File: config.mk
export PLATFORM = sky130hd
export DESIGN_NAME = reg_file_sb
export DESIGN_NICKNAME = d
export VERILOG_FILES = /design/src/rtl/reg_file_sb.sv
export SDC_FILE = /design/constraint.sdc
export NUM_CORES = 2
export LEC_CHECK = 0
export BUFFER_PORTS_ARGS = -buffer_cell sky130_fd_sc_hd__buf_4
export CORE_MARGIN = 4
export CORE_UTILIZATION = 28
export DETAILED_ROUTE_END_ITERATION = 8
export SLEW_MARGIN = 0
export SYNTH_ARGS = -nofsm -noshare
export SYNTH_HDL_FRONTEND = slang
export SYNTH_SLANG_ARGS = --single-unit
export TNS_END_PERCENT = 10
File: constraint.sdc
create_clock -name clk -period 2.95 [get_ports clk]
set_clock_uncertainty 0.05 [all_clocks]
set_input_delay 0.59 -clock clk [delete_from_list [all_inputs] [get_ports clk]]
set_output_delay 0.59 -clock clk [all_outputs]
set_load 0.02 [all_outputs]
File: src/rtl/reg_file_sb.sv
// ---------------------------------------------------------------------------
// reg_file_sb
//   32-entry register file with a single-bit write scoreboard.
//   X0..X30 are real WIDTH-bit registers; index 31 reads as constant zero
//   and has no storage. Two combinational read ports with write-then-read
//   bypass, one writeback port, and an issue port that marks a destination
//   register as pending until its writeback arrives.
//
// Ports
//   clk       in   1      clock, all state updates on rising edge
//   reset_n   in   1      asynchronous active-low reset
//   rd_addr1  in   5      read port 1 index
//   rd_addr2  in   5      read port 2 index
//   rd_data1  out  WIDTH  read port 1 data (combinational, bypassed)
//   rd_data2  out  WIDTH  read port 2 data (combinational, bypassed)
//   wr_en     in   1      writeback strobe
//   wr_addr   in   5      writeback index
//   wr_data   in   WIDTH  writeback data
//   iss_en    in   1      issue strobe, marks iss_addr pending
//   iss_addr  in   5      issuing instruction destination index
//   busy1     out  1      rd_addr1 has an outstanding write
//   busy2     out  1      rd_addr2 has an outstanding write
// ---------------------------------------------------------------------------
module reg_file_sb #(
  parameter int WIDTH = 64
) (
  input  logic             clk,
  input  logic             reset_n,
  input  logic [4:0]       rd_addr1,
  input  logic [4:0]       rd_addr2,
  output logic [WIDTH-1:0] rd_data1,
  output logic [WIDTH-1:0] rd_data2,
  input  logic             wr_en,
  input  logic [4:0]       wr_addr,
  input  logic [WIDTH-1:0] wr_data,
  input  logic             iss_en,
  input  logic [4:0]       iss_addr,
  output logic             busy1,
  output logic             busy2
);

  localparam int         NREG     = 31;
  localparam int         NPORT    = 2;
  localparam logic [4:0] ZERO_IDX = 5'd31;

  // Storage and scoreboard state
  logic [WIDTH-1:0] x_reg [NREG];
  logic [NREG-1:0]  pend_reg;

  // Index 31 never touches state: qualify both strobes once here
  logic wr_valid;
  logic iss_valid;

  assign wr_valid  = wr_en  && (wr_addr  != ZERO_IDX);
  assign iss_valid = iss_en && (iss_addr != ZERO_IDX);

  // One-hot decode of write and issue targets
  logic [NREG-1:0] wr_sel;
  logic [NREG-1:0] iss_sel;

  generate
    for (genvar gi = 0; gi < NREG; gi++) begin : g_decode
      assign wr_sel[gi]  = wr_valid  && (wr_addr  == 5'(gi));
      assign iss_sel[gi] = iss_valid && (iss_addr == 5'(gi));
    end
  endgenerate

  // Register storage: one flop bank per register so the asynchronous
  // clear reaches every entry independently of the clock.
  generate
    for (genvar gi = 0; gi < NREG; gi++) begin : g_regs
      always_ff @(posedge clk or negedge reset_n) begin
        if (!reset_n) begin
          x_reg[gi] <= '0;
        end else if (wr_sel[gi]) begin
          x_reg[gi] <= wr_data;
        end
      end
    end
  endgenerate

  // Scoreboard: clear on writeback, then OR in the issue mask so an issue
  // and a writeback to the same index on one edge leaves the bit set (the
  // newer instruction still owns the register). Re-issuing a pending index
  // simply re-sets an already-set bit.
  logic [NREG-1:0] pend_next;

  assign pend_next = (pend_reg & ~wr_sel) | iss_sel;

  always_ff @(posedge clk or negedge reset_n) begin
    if (!reset_n) begin
      pend_reg <= '0;
    end else begin
      pend_reg <= pend_next;
    end
  end

  // 32-entry views used by the read muxes; entry 31 is hard zero.
  logic [WIDTH-1:0] rd_src [32];
  logic [31:0]      pend_full;

  assign pend_full = {1'b0, pend_reg};

  generate
    for (genvar gi = 0; gi < 32; gi++) begin : g_src
      if (gi < NREG) begin : g_store
        assign rd_src[gi] = x_reg[gi];
      end else begin : g_zero
        assign rd_src[gi] = '0;
      end
    end
  endgenerate

  // Read ports. A matching writeback overrides the stored value and also
  // hides the pending bit, since the value is being delivered this cycle.
  // wr_valid already excludes index 31, so port reads of 31 stay zero.
  logic [4:0]       port_addr [NPORT];
  logic [WIDTH-1:0] port_data [NPORT];
  logic             port_busy [NPORT];

  assign port_addr[0] = rd_addr1;
  assign port_addr[1] = rd_addr2;

  generate
    for (genvar gi = 0; gi < NPORT; gi++) begin : g_port
      logic hit;

      assign hit           = wr_valid && (wr_addr == port_addr[gi]);
      assign port_data[gi] = hit ? wr_data : rd_src[port_addr[gi]];
      assign port_busy[gi] = pend_full[port_addr[gi]] && !hit;
    end
  endgenerate

  assign rd_data1 = port_data[0];
  assign rd_data2 = port_data[1];
  assign busy1    = port_busy[0];
  assign busy2    = port_busy[1];

endmodule

==> out/results.tsv <==
metric	value	unit
status	finished, violations left	
violations	negative setup slack	
io_pins	218	
row_count	227	
rsz0062_at_grt	yes	
port_buffers	217	
clkLatencyLatePin	840	ps
num-nets-final	8108	
syn_inst	7483	
grt_pass1_wl	569000	um
cp-end-kind	output pin	
routedWlPerCell	29.9	um
fillCellCount	36266	
dpl_cell_area	123000	um^2
layout_common_cells	mux2_2, dfrtp_1, mux4_2	
synth_nets	7571	
hold_viol	0	
syn_avg_cell_area	14.4	um^2
stdcell_area	133000	um^2
wl	396000	um
ys_seq_area_frac	0.469	
postLayoutCoreUtil	0.348	
ant_nets	0	
crit_fanout	15	
hold_ws	124	ps
grt_use_total	0.195	
initialDrtViolationCount	7092	
dieArea	394000	um^2
holdCritStartpoint	iss_addr[4]	
start_kind	input port	
synth-edff-count	0	
cts_buffers	209	
critical_path.cell_chain	buf_16 -> buf_12 -> nor2b_4 -> buf_12 -> buf_16 -> buf_6 -> a221oi_1 -> nor3_1 -> a221oi_1 -> o31ai_2 -> buf_4 -> buf_4	
finalPower	0.0846	W
hold_path.class	input port to flip-flop	
place_congestion	0.852	
reg2reg_from	rd_src[1934]	
cts_max_level	4	
timing.reg2reg.worst_path_depth	2	
report.final.slew_viol_count	0	
worst_slack	-552	ps
synth_seq_cells	2015	
die-width	628	um
critPathRequiredTime	2310	ps
die_h	628	um
overflow	0	
reg2reg_to	rd_src[1934]	
area_growth	23.6	%
cts.clk_slew.worst_paths	60	ps
drt_pre_antenna_iters	6	
period_share	1.19	
initial_utilization	0.281	
slew_headroom	0.485	
max_freq	286	MHz
cts_sinks	2015	
largest_reg_flops	1984	
final_cells	13239	
place_hpwl	256000	um
crit_type	input port to output pin	
powerDensity	636	nW/um^2
p_leak	56.5	nW
cp.arrival	2860	ps
yosys_warnings	0	
setup_violations	130	
antenna_found_initial	38	
irDropWorstVdd	467	uV
final.min_clock_period	3500	ps
drive_above_1_share	0.573	
ff_latch_area	50400	um^2
drv_cap	0	
slowest_stage	a221oi_1	
cts_max_path_buffers	4	
drc_errors	0	
vias	75230	
dp.cells	12778	
async_reset_ff_frac	1.00	
coreArea	382000	um^2
multiInputGateArea	55300	um^2
cts_tree	done	
grt_max_degree	130	
r2r_slack	1970	ps
syn_area	108000	um^2
first_global_vias	78863	
post_drt_via_cell_ratio	5.68	
yosysUniqueCellTypes	45	
slowest_delay	420	ps
synth_top_flop_cell	dfrtp_1	
whs_path_depth	3	
worstMarginPinSlew	770	ps
hold_path_end	pend_reg[26]	
root_buffer	clkbuf_16	
layout_commonest_cell	mux2_2	
## worst max path at each step
stage | start | depth (start not counted) | slack (ps) | to
after floorplan | rd_addr1[4] | 8 | -70 | rd_data1[15]
after global placement | rd_addr1[1] | 11 | -1170 | rd_data1[39]
after detailed placement | rd_addr1[1] | 11 | -1110 | rd_data1[39]
after CTS | rd_src[264] | 7 | -490 | rd_data1[8]
after global routing | rd_src[83] | 7 | -580 | rd_data2[19]
final | rd_addr2[0] | 12 | -550 | rd_data2[19]
## per-layer routing
layer | vias to the layer above | part of all wire | wire, um | global-route usage
li1 | 30063 | - | - | -
met1 | 40673 | 0.39 | 155000 | 0.245
met3 | 971 | 0.074 | 29300 | 0.0378
met5 | - | 0.00033 | 129 | 0
met4 | 20 | 0.055 | 21600 | 0.0999
met2 | 3503 | 0.48 | 190000 | 0.320
## timing repair
item | CTS | global route
gates cloned | 11 | 6
hold endpoints to repair | 271 | 0
hold buffers | 2 | 0
buffers inserted | 36 | 34
resized for setup | 322 | 143
pin swaps | 92 | 59
setup endpoints to repair | 130 | 130
## synthesized netlist by cell type (all sizes together), types with 9 or more instances
cell type,number,area [um^2]
nor2,178,671
mux4,849,19100
a311oi,64,561
buf,379,1930
o31ai,63,473
a22o,111,972
clkbuf,462,1730
a221oi,127,1110
o22ai,170,1060
inv,20,75.1
nand2,221,830
o211ai,66,495
o21ai,70,350
mux2i,199,1990
nand3,10,50.1
mux2,2047,23100
dfrtp,2015,50400
a21oi,65,325
nor3,115,576
a211oi,63,473
nor2b,72,450
nand2b,9,56.3
or3,63,394
## cell type report
| type | instances | area share |
|---|---|---|
| Antenna cell | 21 | 0.000395 |
| Clock buffer | 287 | 0.0448 |
| Clock inverter | 84 | 0.00814 |
| Inverter | 20 | 0.000603 |
| Multi-Input combinational cell | 4607 | 0.416 |
| Sequential cell | 2015 | 0.379 |
| Tap cell | 5038 | 0.0474 |
| Timing Repair Buffer | 1167 | 0.103 |
## through the flow
step           setup WS, ps  TNS (ps)
2_1_floorplan         -73.6     -6890
3_3_place_gp          -1170    -64230
3_5_place_dp          -1110    -63220
4_1_cts                -487    -50810
5_1_grt                -580    -53330
6_report               -552    -45230
## critical path: cells and delay by family
family	cells	cell delay (ps)
AOI/OAI and AO/OA	3	850
buffers and inverters	7	1090
and+or+nand+nor	2	230
## power breakdown
part	switching (W)	leakage [nW]	internal [W]	total, W
sequential	0.00409	25.7	0.0331	0.0372
combinational	0.00808	27.3	0.0115	0.0195
clock	0.0117	3.46	0.0162	0.0278
total	0.0238	56.5	0.0607	0.0846
## logic make-up after synthesis
kind of cell | after synthesis | synth area share
AND/OR/NAND/NOR | 698 | 0.0301
flip-flops | 2015 | 0.469
buffers and inverters | 861 | 0.0348
multiplexers | 3095 | 0.411
XOR/XNOR | 10 | 0.000815
AO/OA/AOI/OAI | 804 | 0.0545
No activity file was read; power rests on OpenSTA's default activity.
